File: src/rtl/timer_pkg.sv
// timer_pkg
//   Shared definitions for the timer APB slave: register byte offsets, the
//   highest legal register offset and the bus-sequencer state encoding.
//   No ports.
package timer_pkg;

    localparam logic [11:0] TCR      = 12'h000;
    localparam logic [11:0] TDR0     = 12'h004;
    localparam logic [11:0] TDR1     = 12'h008;
    localparam logic [11:0] TCMP0    = 12'h00C;
    localparam logic [11:0] TCMP1    = 12'h010;
    localparam logic [11:0] TIER     = 12'h014;
    localparam logic [11:0] TISR     = 12'h018;
    localparam logic [11:0] THCSR    = 12'h01C;
    localparam logic [11:0] ADDR_MAX = 12'h01C;

    typedef enum logic [1:0] {
        ST_IDLE   = 2'd0,
        ST_ACCESS = 2'd1,
        ST_RESP   = 2'd2
    } state_e;

endpackage

File: src/rtl/timer_apb_decode.sv
// timer_apb_decode
//   Pure combinational validation of an APB setup phase for the timer block.
//   Ports:
//     paddr    in  12  byte address of the transfer
//     pwrite   in   1  transfer direction (1 = write)
//     pstrb    in   4  write byte strobes
//     err      out  1  transfer is invalid (misaligned, out of range, or
//                      partial write)
//     hit_tdr0 out  1  address selects TDR0 (counter low word)
//     hit_tdr1 out  1  address selects TDR1 (counter high word)
module timer_apb_decode
    import timer_pkg::*;
(
    input  logic [11:0] paddr,
    input  logic        pwrite,
    input  logic [3:0]  pstrb,
    output logic        err,
    output logic        hit_tdr0,
    output logic        hit_tdr1
);

    // Registers are full 32-bit words only: sub-word writes are rejected.
    assign err = (paddr[1:0] != 2'b00)
               | (paddr > ADDR_MAX)
               | (pwrite & (pstrb != 4'hF));

    assign hit_tdr0 = (paddr == TDR0);
    assign hit_tdr1 = (paddr == TDR1);

endmodule

File: src/rtl/timer_apb_ctrl.sv
// timer_apb_ctrl
//   APB3 slave sequencer in front of the timer register file. Each valid
//   transfer produces exactly one single-cycle register strobe in the first
//   penable cycle and completes one cycle later (one fixed wait state).
//   Optional feature macro: TIMER_APB_SNAPSHOT_EN -- makes a TDR0 then TDR1
//   read pair return a coherent 64-bit counter value.
//   Ports:
//     clk, rst                  clock, synchronous active-high reset
//     psel, penable, pwrite     APB3 control
//     paddr[11:0]               byte address
//     pwdata[31:0], pstrb[3:0]  write data and byte strobes
//     pready, prdata, pslverr   APB3 response (prdata registered)
//     reg_addr, reg_wr_data     register-side address and write data
//     reg_wr_en, reg_rd_en      single-cycle register strobes
//     reg_rd_data[31:0]         combinational read data from register file
//     cnt_hi[31:0]              live counter bits [63:32] (snapshot only)
//
//   state  | meaning
//   IDLE   | waiting for a setup phase; captures the transfer
//   ACCESS | first penable cycle; issues the register strobe
//   RESP   | pready high, prdata/pslverr valid
module timer_apb_ctrl
    import timer_pkg::*;
(
    input  logic        clk,
    input  logic        rst,
    input  logic        psel,
    input  logic        penable,
    input  logic        pwrite,
    input  logic [11:0] paddr,
    input  logic [31:0] pwdata,
    input  logic [3:0]  pstrb,
    output logic        pready,
    output logic [31:0] prdata,
    output logic        pslverr,
    output logic [11:0] reg_addr,
    output logic [31:0] reg_wr_data,
    output logic        reg_wr_en,
    output logic        reg_rd_en,
    input  logic [31:0] reg_rd_data,
    input  logic [31:0] cnt_hi
);

    state_e      state_q, state_d;
    logic [11:0] addr_q, addr_d;
    logic [31:0] wdata_q, wdata_d;
    logic        write_q, write_d;
    logic        err_q, err_d;
    logic        hit0_q, hit0_d;
    logic        hit1_q, hit1_d;
    logic [31:0] prdata_q, prdata_d;

    logic        dec_err;
    logic        dec_hit0;
    logic        dec_hit1;
    logic        xfer_go;
    logic [31:0] rd_value;

    timer_apb_decode u_decode (
        .paddr    (paddr),
        .pwrite   (pwrite),
        .pstrb    (pstrb),
        .err      (dec_err),
        .hit_tdr0 (dec_hit0),
        .hit_tdr1 (dec_hit1)
    );

    // Strobes are gated by rst so a transfer interrupted by reset never
    // reaches the register file, even in the cycle reset is sampled.
    assign xfer_go   = (state_q == ST_ACCESS) & psel & penable;
    assign reg_wr_en = xfer_go &  write_q & ~err_q & ~rst;
    assign reg_rd_en = xfer_go & ~write_q & ~err_q & ~rst;

    assign reg_addr    = addr_q;
    assign reg_wr_data = wdata_q;
    assign prdata      = prdata_q;
    assign pready      = (state_q == ST_RESP);
    assign pslverr     = (state_q == ST_RESP) & err_q;

`ifdef TIMER_APB_SNAPSHOT_EN
    logic [31:0] snap_hi_q, snap_hi_d;
    logic        snap_valid_q, snap_valid_d;

    always_comb begin
        snap_hi_d    = snap_hi_q;
        snap_valid_d = snap_valid_q;
        if (reg_rd_en && hit0_q) begin
            snap_hi_d    = cnt_hi;
            snap_valid_d = 1'b1;
        end else if (reg_rd_en && hit1_q) begin
            snap_valid_d = 1'b0;
        end else if (reg_wr_en && (hit0_q || hit1_q)) begin
            snap_valid_d = 1'b0;
        end
    end

    always_ff @(posedge clk) begin
        if (rst) begin
            snap_hi_q    <= '0;
            snap_valid_q <= 1'b0;
        end else begin
            snap_hi_q    <= snap_hi_d;
            snap_valid_q <= snap_valid_d;
        end
    end

    assign rd_value = (hit1_q && snap_valid_q) ? snap_hi_q : reg_rd_data;
`else
    logic unused_snap;
    assign unused_snap = ^{cnt_hi, hit0_q, hit1_q};
    assign rd_value    = reg_rd_data;
`endif

    always_comb begin
        state_d  = state_q;
        addr_d   = addr_q;
        wdata_d  = wdata_q;
        write_d  = write_q;
        err_d    = err_q;
        hit0_d   = hit0_q;
        hit1_d   = hit1_q;
        prdata_d = prdata_q;
        case (state_q)
            ST_IDLE: begin
                if (psel && !penable) begin
                    addr_d  = paddr;
                    wdata_d = pwdata;
                    write_d = pwrite;
                    err_d   = dec_err;
                    hit0_d  = dec_hit0;
                    hit1_d  = dec_hit1;
                    state_d = ST_ACCESS;
                end
            end
            ST_ACCESS: begin
                if (!psel) begin
                    state_d = ST_IDLE;
                end else if (penable) begin
                    prdata_d = (write_q || err_q) ? 32'h0 : rd_value;
                    state_d  = ST_RESP;
                end
            end
            ST_RESP: begin
                state_d = ST_IDLE;
            end
            default: begin
                state_d = ST_IDLE;
            end
        endcase
    end

    always_ff @(posedge clk) begin
        if (rst) begin
            state_q  <= ST_IDLE;
            addr_q   <= '0;
            wdata_q  <= '0;
            write_q  <= 1'b0;
            err_q    <= 1'b0;
            hit0_q   <= 1'b0;
            hit1_q   <= 1'b0;
            prdata_q <= '0;
        end else begin
            state_q  <= state_d;
            addr_q   <= addr_d;
            wdata_q  <= wdata_d;
            write_q  <= write_d;
            err_q    <= err_d;
            hit0_q   <= hit0_d;
            hit1_q   <= hit1_d;
            prdata_q <= prdata_d;
        end
    end

endmodule
File: config.mk
export PLATFORM = sky130hd
export DESIGN_NAME = timer_apb_ctrl
export DESIGN_NICKNAME = d
export VERILOG_FILES = /design/src/rtl/timer_pkg.sv /design/src/rtl/timer_apb_decode.sv /design/src/rtl/timer_apb_ctrl.sv
export SDC_FILE = /design/constraint.sdc
export NUM_CORES = 1
export LEC_CHECK = 0
export ABC_AREA = 1
export CAP_MARGIN = 15
export CORE_MARGIN = 8
export CORE_UTILIZATION = 35
export CTS_CLUSTER_SIZE = 8
export DETAILED_ROUTE_END_ITERATION = 10
export GPL_ROUTABILITY_DRIVEN = 0
export PLACE_DENSITY_LB_ADDON = 0.1
export SLEW_MARGIN = 25
export SYNTH_ARGS = -nofsm -noshare
export SYNTH_HDL_FRONTEND = slang
export SYNTH_SLANG_ARGS = --single-unit
File: constraint.sdc
create_clock -name clk -period 1.5 [get_ports clk]
set_input_delay 0.3 -clock clk [delete_from_list [all_inputs] [get_ports clk]]
set_output_delay 0.3 -clock clk [all_outputs]
set_load 0.02 [all_outputs]
==> run metrics <==
run status complete, but fails checks; failing checks setup timing; area occupied by multi-input gates 0.001171 mm^2; Worst VDD drop about 0.46 mV; register area share after synthesis 54.08%; Initial Util 36.04%; Gate power share approximately 15%; Setup Crit Path Kind reg -> out; final non-filler cell total around 650; die height 108.0 um; Pleak between 2 and 2.5 nW; htree depth 3; ant diodes 0; Crit path arrival time 1.25 ns; latest clock arrival within the worst-skew pair approximately 0.34 ns; Pint 3.222 mW; mapped cell area 0.002962 mm^2; crit-path max FO 2; Final nets 658; DR iter-0 viols 94; CTS tree built; unrepaired setup endpoints after global routing true; vias slightly above 3000; Worst setup SP type flip-flop; core box area 0.008217 mm^2; cells along the critical path inv_2 > nand2_2 > nor2_4 > buf_4 > nand3_2 > inv_2 > buf_6; Clock power frac 34.1%; Post-Syn Nets between 400 and 500; f_max between 0.6 and 0.7 GHz; register area between 0.0015 and 0.002 mm^2; drt first pass iters 4; Setup violations, final 2; Tcrit/Tclk final 103.2%; Slew HR 66.89%; initial antenna violation count 0; commonest non-fill, non-tap cell in the layout nand2_1; Synth Register Bits 80; post-layout util a little under 60%; Site Rows 33; Worst Max-Slew Pin Slew between 0.4 and 0.5 ns; first-pass GRT wire length between 15000 and 20000 um; area grow syn2layout 63.75%; Finished Cell Area 0.004850 mm^2; DP Cell Count roughly 640; Area after DPL roughly 0.0048 mm^2; final wirelength approximately 9800 um; Hold Slack 0.2732 ns; Clock Path Buffers 2; GRT Total Usage roughly 16%; Setup Skew 0.007967 ns; HP Class in -> reg; final worst slack -0.04847 ns; Pwr per Cell Area around 900 mW/mm^2; Die ar. between 0.01 and 0.015 mm^2; Mapped Cells approximately 370; Clk pin slew, worst setup/hold paths roughly 0.080 ns; Crit. End Element primary output; hpwl dp ~7100 um; leading post-synthesis cells by cell area dfxtp_1 (54%), nand2_1 (15%), nand3_1 (13%); Root Driver clkbuf_8; WL/cell 15.06 um; worst path required time 1.20 ns; CP most frequent cell inv_2; sequential share of power between 50% and 60%; pin count of the biggest net entering global routing between 40 and 50; max-cap check violation count 0; fill count roughly 780; slowest CP cell dfxtp_2; min Tclk post-route ~1.5 ns; area leader, netlist dfxtp_1; P_sw approximately 1.1 mW; Netlist cell types 18; Slew Limit Fails 0; die span in x between 100 and 150 um; switch share between 20% and 30%; GRT overflow 0; Buffers on Ports 164; clk sinks 80; Fin. Hold Viols 0; top-area cell type share of the netlist area 54.08%; io pins around 200; CP peak stage delay approximately 0.33 ns; vias in the first global route approximately 3000; Residual DRC 0; Routed Antenna Nets 0; CTS Buf Count 9; share of layout cells above drive strength 1 around a tenth; Via density 4.717; commonest non-fill, non-tap cells in the layout nand2_1 (113), clkdlybuf4s50_1 (81), dfxtp_1 (79); synthesized area per cell slightly below 8 um^2; YS warnings 0
==> per-layer routing <==
metal,up-vias,share of wire (%),global-route usage (%)
met1,1404,42,19.99
met3,11,8.8,5.592
met2,94,47,25.41
met5,-,0,0
met4,0,1.4,6.046
li1,1562,-,-
==> cells by family (layout without fill, tap and decap cells) <==
| group | after synthesis | in the layout | synth area share [%] |
|---|---|---|---|
| simple gates | 209 | 209 | 31.09 |
| buf+inv | 37 | 209 | 6.717 |
| flops | 80 | 80 | 54.08 |
| compound gates | 48 | 48 | 8.112 |
==> synthesized netlist by cell type <==
library cell and number:
inv_1 8, or2_2 1, clkinv_1 1, buf_6 5, nor2_4 3, nand2_2 2, o21ai_0 2, nor3_1 3
nand2_1 115, clkbuf_1 8, dfxtp_1 80, buf_4 2, nor2_1 7, inv_2 1, buf_2 12, a21oi_1 46
nand3_1 77, nand3_2 1
==> state kept, by name, summed over array words and instances, names as in the netlist <==
signal       cells
prdata          32
reg_wr_data     32
reg_addr        12
state_q          2
err_q            1
write_q          1
==> power by group through the flow <==
stage / logic (mW) / clock network, mW / registers (mW)
floorplan: 0.186 / 0 / 2.35
global placement: 0.683 / 0 / 2.27
detailed placement: 0.691 / 0 / 2.27
CTS: 0.649 / 1.53 / 2.22
global route: 0.696 / 1.64 / 2.23
finish: 0.642 / 1.48 / 2.22
==> worst max-delay path: cells and delay by family (launching register included) <==
| kind | cells | cell delay, ns |
|---|---|---|
| flip-flops | 1 | 0.33 |
| AND/OR/NAND/NOR | 3 | 0.22 |
| buffers and inverters | 4 | 0.35 |
==> per-stage QoR <==
step	setup WS, ns	power [mW]	setup TNS [ns]
after detailed placement	-0.7608	2.965	-17.11
after floorplan	0.06854	2.537	0
final	-0.04847	4.345	-0.07342
after CTS	-0.06801	4.405	-0.1279
after global routing	-0.1306	4.567	-0.2536
after global placement	-0.7429	2.955	-15.32
==> path summary, 6_finish.rpt <==
path / start / endpoint / slack (ns) / cells after the start
min reg2reg: reg_wr_data[24] / reg_wr_data[24] / 0.46 / 2
max: state_q[1] / reg_rd_en / -0.05 / 7
max reg2reg: state_q[1] / prdata[2] / 0.15 / 9
min: rst / state_q[1] / 0.27 / 4
==> cell type report <==
class	count	share of cell area [%]
sequential	80	33.05
clock inverter	4	0.5934
multi-input combinational	257	24.15
timing repair buffer	183	35.53
inverter	10	0.7740
tap	105	2.709
clock buffer	12	3.199
==> repair_timing <==
item | CTS | global route
buffers inserted | 0 | 0
hold buffers | 0 | 0
setup endpoints to repair | 83 | 3
gates resized for setup | 103 | 2
pin swaps | 0 | 0
(Power assumes the default switching activity.)
